===== src/rtl/dnn2ami_mc.sv =====
// dnn2ami_mc: bridges the accelerator's PU read/write burst requests onto a
// single AMI-style memory port. Bursts are split into AXI_DATA_W beats, reads
// are limited by an outstanding-beat credit, and the two engines share the
// port through a two-way round-robin arbiter that holds its choice until the
// port grants it.
module dnn2ami_mc #(
  parameter int NUM_PU             = 2,
  parameter int AXI_DATA_W         = 64,
  parameter int ADDR_W             = 32,
  parameter int TX_SIZE_WIDTH      = 10,
  parameter int MAX_RD_OUTSTANDING = 8,
  parameter int PU_ID_W            = $clog2(NUM_PU) + 1
) (
  input  logic                         clk,
  input  logic                         reset,
  input  logic                         rd_req,
  output logic                         rd_ready,
  input  logic [TX_SIZE_WIDTH-1:0]     rd_req_size,
  input  logic [ADDR_W-1:0]            rd_addr,
  input  logic                         wr_req,
  input  logic [PU_ID_W-1:0]           wr_pu_id,
  output logic                         wr_ready,
  input  logic [TX_SIZE_WIDTH-1:0]     wr_req_size,
  input  logic [ADDR_W-1:0]            wr_addr,
  output logic                         wr_done,
  input  logic [NUM_PU-1:0]            outbuf_empty,
  output logic [NUM_PU-1:0]            outbuf_pop,
  input  logic [NUM_PU*AXI_DATA_W-1:0] data_from_outbuf,
  input  logic                         inbuf_full,
  output logic                         inbuf_push,
  output logic [AXI_DATA_W-1:0]        data_to_inbuf,
  output logic                         mem_req_valid,
  input  logic                         mem_req_grant,
  output logic                         mem_req_write,
  output logic [ADDR_W-1:0]            mem_req_addr,
  output logic [AXI_DATA_W-1:0]        mem_req_data,
  input  logic                         mem_resp_valid,
  input  logic [AXI_DATA_W-1:0]        mem_resp_data,
  output logic                         mem_resp_grant
);

  localparam int OW = $clog2(MAX_RD_OUTSTANDING + 1);
  localparam logic [ADDR_W-1:0]        STEP = ADDR_W'(AXI_DATA_W / 8);
  localparam logic [OW-1:0]            OMAX = OW'(MAX_RD_OUTSTANDING);
  localparam logic [TX_SIZE_WIDTH-1:0] ONE  = TX_SIZE_WIDTH'(1);

  typedef enum logic       {R_IDLE, R_ISSUE} rd_state_t;
  typedef enum logic [1:0] {W_IDLE, W_FETCH, W_ISSUE, W_DONE} wr_state_t;

  rd_state_t rd_state, rd_next;
  wr_state_t wr_state, wr_next;

  logic [ADDR_W-1:0]        rd_addr_q, wr_addr_q;
  logic [TX_SIZE_WIDTH-1:0] rd_rem, wr_rem;
  logic [PU_ID_W-1:0]       wr_pu_q;
  logic [AXI_DATA_W-1:0]    wr_hold, pu_data;
  logic [OW-1:0]            rd_out;
  logic [NUM_PU-1:0]        pu_sel;
  logic rd_acc, wr_acc, rd_want, wr_want, rd_gnt, wr_gnt, resp_acc;
  logic fetch_rdy, pu_ok, sel_wr, last_wr, lock_q, lock_wr;

  assign rd_acc   = rd_req && rd_ready;
  assign wr_acc   = wr_req && wr_ready;
  assign pu_ok    = wr_pu_id < PU_ID_W'(NUM_PU);
  assign resp_acc = mem_resp_valid && !inbuf_full;

  // Response path is a pure pass-through gated only by input-buffer space.
  assign mem_resp_grant = resp_acc;
  assign inbuf_push     = resp_acc;
  assign data_to_inbuf  = mem_resp_data;

  // Decode the latched PU id and pick that PU's FWFT head word.
  always_comb begin
    pu_data = '0;
    for (int i = 0; i < NUM_PU; i++) begin
      pu_sel[i] = (wr_pu_q == PU_ID_W'(i));
      if (pu_sel[i]) pu_data = data_from_outbuf[i*AXI_DATA_W +: AXI_DATA_W];
    end
  end
  assign fetch_rdy = |(pu_sel & ~outbuf_empty);

  // Read engine state register.
  always_ff @(posedge clk) begin
    if (reset) rd_state <= R_IDLE;
    else       rd_state <= rd_next;
  end

  // Read engine next state: zero-length bursts never leave idle.
  always_comb begin
    rd_next = rd_state;
    case (rd_state)
      R_IDLE:  if (rd_acc && rd_req_size != '0) rd_next = R_ISSUE;
      R_ISSUE: if (rd_gnt && rd_rem == ONE)     rd_next = R_IDLE;
      default: rd_next = R_IDLE;
    endcase
  end

  // Read engine outputs: request only while credit remains.
  always_comb begin
    rd_ready = (rd_state == R_IDLE) && !reset;
    rd_want  = (rd_state == R_ISSUE) && (rd_out < OMAX);
  end

  // Write engine state register.
  always_ff @(posedge clk) begin
    if (reset) wr_state <= W_IDLE;
    else       wr_state <= wr_next;
  end

  // Write engine next state: empty or invalid-PU bursts report done at once.
  always_comb begin
    wr_next = wr_state;
    case (wr_state)
      W_IDLE:  if (wr_acc) wr_next = (wr_req_size == '0 || !pu_ok) ? W_DONE : W_FETCH;
      W_FETCH: if (fetch_rdy) wr_next = W_ISSUE;
      W_ISSUE: if (wr_gnt) wr_next = (wr_rem == ONE) ? W_DONE : W_FETCH;
      W_DONE:  wr_next = W_IDLE;
      default: wr_next = W_IDLE;
    endcase
  end

  // Write engine outputs: pop exactly in the cycle the head word is captured.
  always_comb begin
    wr_ready   = (wr_state == W_IDLE) && !reset;
    wr_done    = (wr_state == W_DONE) && !reset;
    wr_want    = (wr_state == W_ISSUE);
    outbuf_pop = (wr_state == W_FETCH && !reset) ? (pu_sel & ~outbuf_empty) : '0;
  end

  // Arbiter: a pending ungranted request keeps its winner; otherwise ties go
  // to the engine that lost the previous grant.
  always_comb begin
    if (lock_q)                sel_wr = lock_wr;
    else if (rd_want && wr_want) sel_wr = !last_wr;
    else                       sel_wr = wr_want;
    mem_req_valid = (rd_want || wr_want) && !reset;
    rd_gnt        = mem_req_valid && mem_req_grant && !sel_wr;
    wr_gnt        = mem_req_valid && mem_req_grant && sel_wr;
    mem_req_write = mem_req_valid && sel_wr;
    mem_req_addr  = !mem_req_valid ? '0 : (sel_wr ? wr_addr_q : rd_addr_q);
    mem_req_data  = (mem_req_valid && sel_wr) ? wr_hold : '0;
  end

  // Arbiter history: last winner and hold-until-grant lock.
  always_ff @(posedge clk) begin
    if (reset) begin
      last_wr <= 1'b1;
      lock_q  <= 1'b0;
      lock_wr <= 1'b0;
    end else begin
      if (mem_req_valid && mem_req_grant) last_wr <= sel_wr;
      lock_q  <= mem_req_valid && !mem_req_grant;
      lock_wr <= sel_wr;
    end
  end

  // Outstanding read beats: +1 per read grant, -1 per accepted response.
  always_ff @(posedge clk) begin
    if (reset)                              rd_out <= '0;
    else if (rd_gnt && !resp_acc)           rd_out <= rd_out + OW'(1);
    else if (!rd_gnt && resp_acc && rd_out != '0) rd_out <= rd_out - OW'(1);
  end

  // Read datapath: beat address and remaining count.
  always_ff @(posedge clk) begin
    if (reset) begin
      rd_addr_q <= '0;
      rd_rem    <= '0;
    end else if (rd_acc) begin
      rd_addr_q <= rd_addr;
      rd_rem    <= rd_req_size;
    end else if (rd_gnt) begin
      rd_addr_q <= rd_addr_q + STEP;
      rd_rem    <= rd_rem - ONE;
    end
  end

  // Write datapath: PU id, beat address, remaining count and holding word.
  always_ff @(posedge clk) begin
    if (reset) begin
      wr_pu_q   <= '0;
      wr_addr_q <= '0;
      wr_rem    <= '0;
      wr_hold   <= '0;
    end else begin
      if (wr_acc) begin
        wr_pu_q   <= wr_pu_id;
        wr_addr_q <= wr_addr;
        wr_rem    <= wr_req_size;
      end else if (wr_gnt) begin
        wr_addr_q <= wr_addr_q + STEP;
        wr_rem    <= wr_rem - ONE;
      end
      if (wr_state == W_FETCH && fetch_rdy) wr_hold <= pu_data;
    end
  end

endmodule


===== config.mk =====
export PLATFORM = sky130hd
export DESIGN_NAME = dnn2ami_mc
export DESIGN_NICKNAME = d
export VERILOG_FILES = /design/src/rtl/dnn2ami_mc.sv
export SDC_FILE = /design/constraint.sdc
export NUM_CORES = 1
export LEC_CHECK = 0
export CAP_MARGIN = 40
export CORE_AREA = 3 3 176 178
export DETAILED_ROUTE_END_ITERATION = 10
export DIE_AREA = 0 0 179 181
export GPL_ROUTABILITY_DRIVEN = 0
export PLACE_DENSITY = 0.65
export SYNTH_ARGS = -nofsm -noshare
export SYNTH_HDL_FRONTEND = slang
export SYNTH_SLANG_ARGS = --single-unit

===== constraint.sdc =====
create_clock -name clk -period 4.5 [get_ports clk]
set_clock_uncertainty 0.2 [all_clocks]
set_input_delay 0.9 -clock clk [delete_from_list [all_inputs] [get_ports clk]]
set_output_delay 0.9 -clock clk [all_outputs]
set_load 0.02 [all_outputs]

Word-level counts from Yosys, hierarchy flattened

Index checks and enable logic that the tools add are counted.

$add $sub $neg: 6
Multiply operators: 0
$lt $le $gt $ge: 2
Reduce and logical (&&, ||, !) cells: 41
Bitwise logic cells: 3
Equality and inequality tests: 9
Divide/modulo/power cells: 0
Shifts and indexed selects: 0
Multiplexer cells: 27

Operator list:

| cell                    | number |
|---|---|
| $mux W32                | 6 |
| $mux W64                | 3 |
| $add A32 B4 Y32 const B | 2 |
| $mux W10                | 4 |
| $logic_and A1 B1 Y1     | 21 |
| $eq A10 B1 Y1 const B   | 2 |
| $sub A10 B1 Y10 const B | 2 |
| $mux W2                 | 6 |
| $logic_not A10 Y1       | 1 |
| $reduce_bool A10 Y1     | 1 |
| $logic_not A1 Y1        | 8 |
| $mux W4                 | 2 |
| $pmux W2 S4             | 1 |
| $reduce_bool A2 Y1      | 3 |
| $add A4 B1 Y4 const B   | 1 |
| $eq A2 B1 Y1 const B    | 2 |
| $eq A2 B2 Y1 const B    | 2 |
| $logic_not A2 Y1        | 2 |
| $lt A4 B4 Y1 const B    | 1 |
| $mux W1                 | 4 |
| $ne A2 B2 Y1 const B    | 2 |
| $reduce_bool A4 Y1      | 1 |
| $sub A4 B1 Y4 const B   | 1 |
| $reduce_and A3 Y1       | 1 |
| other kinds (8)         | 9 |

Logic and storage cells: 100
Bits in latches: 0
Memories: 0
Bits in registers: 160
Bits in read-only memories: 0
Bits in writable memories: 0
Input port bits: 287

Logic depth before layout (Yosys ltp)

Depth after elaboration: 12
Mapped depth: 11

Least setup slack after synthesis

OpenSTA, ideal clock, no wires.

Path kind: input port to flip-flop
Start: in mem_req_grant
End: reg rd_out[3]
Path buffers: 1
Setup time: 0.121 ns
Stages: 10
Slack: 1.110 ns
Data arrival time: 3.069 ns
Path through: nor2b_1 o21ai_0 clkbuf_1 nor3_1 inv_1 ha_1 a21o_1 a21oi_1 mux2i_1 mux2_2

Word-level cells in the longest chain between the ends: 6
Elaborated cells between the ends (all ways): 8
Classes of those cells: mux: 1; reduce/logical: 7

Ends and longest elaborated chain:

| item                                  | line | RTL |
|---|---|---|
| start, declared                       | 33   | `input logic mem_req_grant,` |
| $logic_and A1 B1 Y1 (*) (2 in series) | 137  | `rd_gnt = mem_req_valid && mem_req_grant && !sel_wr;` |
| $logic_not A1 Y1                      | 161  | `else if (!rd_gnt && resp_acc && rd_out != '0) rd_out <= rd_out - OW'(1);` |
| $logic_and A1 B1 Y1 (2 in series)     | 161  |  |
| $reduce_bool A2 Y1 (no line)          | -    |  |
| end signal, assigned                  | 160  | `else if (rd_gnt && !resp_acc) rd_out <= rd_out + OW'(1);` |
| end signal, assigned                  | 161  |  |
| end, declared                         | 57   | `logic [OW-1:0] rd_out;` |

Mark *: on every way between the ends. The rest lies on a longest branch, timed or not.
A chain may end at the register's enable or synchronous reset.

Final worst setup path

Start: reg wr_state[0]
End: out mem_req_data[49]

Word-level cells in the longest chain between the ends: 6
Elaborated cells between the ends (all ways): 8
Classes of those cells: eq/ne: 1; mux: 3; reduce/logical: 4

Ends and longest elaborated chain:

| item                    | line | RTL |
|---|---|---|
| start, declared         | 51   | `wr_state_t wr_state, wr_next;` |
| start signal, assigned  | 107  | `else wr_state <= wr_next;` |
| $eq A2 B2 Y1 (*)        | 126  | `wr_want = (wr_state == W_ISSUE);` |
| $logic_and A1 B1 Y1     | 134  | `else if (rd_want && wr_want) sel_wr = !last_wr;` |
| $mux W1                 | 134  |  |
| $mux W1                 | 133  | `if (lock_q) sel_wr = lock_wr;` |
| $logic_and A1 B1 Y1 (*) | 141  | `mem_req_data = (mem_req_valid && sel_wr) ? wr_hold : '0;` |
| $mux W64 (*)            | 141  |  |
| end, declared           | 36   | `output logic [AXI_DATA_W-1:0] mem_req_data,` |

Marks and branches as above.

==> results.md <==
- Status: finished, final reports clean
- Die width: 179 um
- Combinational share of power: 22.6%
- Crit Path Category: flop to primary output
- Largest net degree at the start of global routing: 129
- Crit. End Element: primary output
- Post-Synthesis Cells: 1269
- Routed vias/inst: 5.20
- Initial DRC Count: 566
- Synth-to-layout area growth: 38.4%
- Post-CTS resize count: 0
- Clock Latency Late Sink: 0.43 ns
- Clk sink count: 160
- Vias in the first global route: 9378
- CP startpoint kind: flop
- Clock tree buffer depth: 2
- Clk root buf: clkbuf_16
- Synth area leaders: dfxtp_1 33%, mux2i_1 7.0%, nor2_1 6.0%
- HP Class: flop to flop
- VDD IR max: 0.228 mV
- Share of layout cells above drive strength 1: 4.85%
- Fillers: 2977
- Top-count cell post-synth: dfxtp_1
- Post-synth top area share: 33.0%
- Switching part of the total: 30.7%
- Final WL: 33500 um
- Initial core utilization: 32.8%
- First drt pass iteration count: 5
- M1 WL: 13700 um
- Routed len/inst: 17.8 um
- Core area: 29600 um2
- Fin. Hold Viols: 0
- Die footprint: 32400 um2
- Clock buffer count from CTS: 17
- Fin. max-slew vios: 0
- First-pass GRT wire length: 51100 um
- Leakage: 4.49 nW
- Layout net count: 1767
- Clock Power Share: 36.5%
- DRT antenna net count: 0
- DR vias: 9750
- Initial antenna violation count: 1
- Met3 Wirelength: 2150 um
- Avg Synthesized Cell Area: 7.64 um2
- Top_reg_cell synth: dfxtp_1
- Yosys warnings: 0
- Yosys cell types: 56
- Global route overflow: 0
- Final cycle utilization of the critical path: 87.2%
- GRT Resource Usage Total: 19.9%
- Clock transition at path regs: 0.07 ns
- I/O Buffers: 327
- Number of remaining DRC errors: 0
- Syn_nets: 1565
- Postcts setup bufs: 0
- Row Count: 63
- Top Layer Used: met4
- Multi-input gate area: 5570 um2
- Final min period: 3.93 ns
- Worst slew pin tran: 0.891 ns
- Htree depth: 4
- Final HPWL DP: 24700 um
- Worst slew margin: 40.3%
- CP Data Required Time: 3.40 ns
- CTS tree: done
- Sequential Power Share: 40.8%
- P_sw: 1.26 mW
- Fin worst setup slack: 0.574 ns
- Finish-stage setup viols: 0
- Fmax: 255 MHz
- PwrDens: 305 nW/um2
- Critical path fanouts, max: 65
- Max Cap Viol: 0
- Arrival time at the worst endpoint: 2.83 ns
- RSZ-0062 raised after global routing: false
- Hold_buf cts: 0
- Post-synthesis sequential area ratio: 33.0%
- Dpl ws: 0.595 ns
- EDFF count, synth: 0
- Met2 routed WL: 16900 um
- Setup TNS: 0 ns
- Die Y: 181 um
- Synth area leader: dfxtp_1
- Int Pwr: 2.84 mW
- Asr flop ratio synth: 0%
- #FFs+latches synth: 160
- Tot Pwr: 4.10 mW
- I/O Pins: 456
- Register Area: 3210 um2
- Mapped cell area: 9700 um2
- Synth cell count leaders: 160 x dfxtp_1, 156 x nor2_1, 110 x a21oi_1
## per-layer routing
layer,up-vias,GRT usage (%)
li1,4786,-
met1,4560,24.2
met2,346,35.2
met3,58,3.57
met4,0,6.14
met5,-,0
## worst max-delay path: stages (launching register included)
cell	delay [ns]
dfxtp_1	0.32
or3b_1	0.46
o21a_2	0.27
nor2_4	0.10
buf_4	0.40
and2_1	0.20
clkdlybuf4s50_1	0.60
## state kept, by name, indices dropped and copies added, names as in the netlist
name       flops
wr_state       2
wr_hold       64
rd_addr_q     32
wr_rem        10
wr_addr_q     32
rd_out         4
last_wr        1
lock_q         1
wr_pu_q        2
lock_wr        1
rd_state       1
rd_rem        10
## layout make-up
class,count,area share [%]
Multi-Input combinational cell,922,41.5
Timing Repair Buffer,352,26.0
Clock inverter,13,1.12
Tap cell,390,3.64
Clock buffer,19,3.30
Inverter,18,0.503
Sequential cell,160,23.9
Antenna cell,1,0.0186
## cell usage in the layout (no fill, tap or decap), types with 5 or more instances in the layout
| master | count |
|---|---|
| clkdlybuf4s50_1 | 326 |
| dfxtp_1 | 158 |
| nor2_1 | 155 |
| a21oi_1 | 110 |
| nand2_1 | 107 |
| nor3_1 | 91 |
| mux2i_1 | 68 |
| and2_1 | 65 |
| a211oi_1 | 60 |
| xnor2_1 | 47 |
| nor4_1 | 35 |
| nand3_1 | 23 |
| buf_4 | 23 |
| inv_1 | 18 |
| nand4_1 | 17 |
| clkbuf_16 | 17 |
| xor2_1 | 14 |
| and4_1 | 11 |
| a311oi_1 | 10 |
| o21ai_0 | 10 |
| or4_1 | 9 |
| ha_1 | 8 |
| nor2b_1 | 7 |
| nand2b_1 | 6 |
| nor3b_1 | 6 |
| nor4b_1 | 6 |
| inv_6 | 6 |
| nand3b_1 | 5 |
| and3_1 | 5 |
| o31ai_1 | 5 |
## power by group through the flow
| stage | logic (mW) | registers (mW) | clock network, mW |
|---|---|---|---|
| 3_5_place_dp | 0.926 | 1.70 | 0 |
| 2_1_floorplan | 0.639 | 1.65 | 0 |
| 6_report | 0.927 | 1.67 | 1.50 |
| 3_3_place_gp | 0.917 | 1.70 | 0 |
| 4_1_cts | 0.934 | 1.67 | 1.53 |
| 5_1_grt | 1.02 | 1.69 | 1.59 |
## stage by stage
stage / instances / utilization [%] / instance area (um2) / hold WS, ns
after floorplan: 1269 / - / 9700 / 0.237
after global placement: 1841 / 43.3 / 12800 / 0.245
after detailed placement: 1842 / 43.4 / 12800 / 0.251
after CTS: 1874 / 45.4 / 13400 / 0.260
after global routing: 1875 / 45.4 / 13400 / 0.281
final: 1875 / 45.4 / 13400 / 0.260
## cell families (layout without fill, tap and decap cells)
family / count (synthesis) / after routing / share of synthesized area [%]
buf+inv: 187 / 402 / 9.79
fa+ha+maj: 9 / 9 / 1.24
compound gates: 222 / 222 / 14.4
simple gates: 561 / 561 / 28.9
flops: 160 / 160 / 33.0
other cells: 0 / 1 / 0
xor+xnor: 61 / 61 / 5.51
mux: 69 / 69 / 7.14
## path summary, 6_finish.rpt
| kind | depth (start not counted) | startpoint | slack, ns | endpoint |
|---|---|---|---|---|
| worst min-delay path | 2 | wr_addr_q[0] | 0.26 | wr_addr_q[0] |
| worst max register to register | 10 | rd_state | 1.14 | rd_out[3] |
| worst max-delay path | 6 | wr_state[0] | 0.57 | mem_req_data[49] |
| worst min register to register | 2 | wr_addr_q[0] | 0.26 | wr_addr_q[0] |
Note: power is estimated with default switching activity, not from simulation.
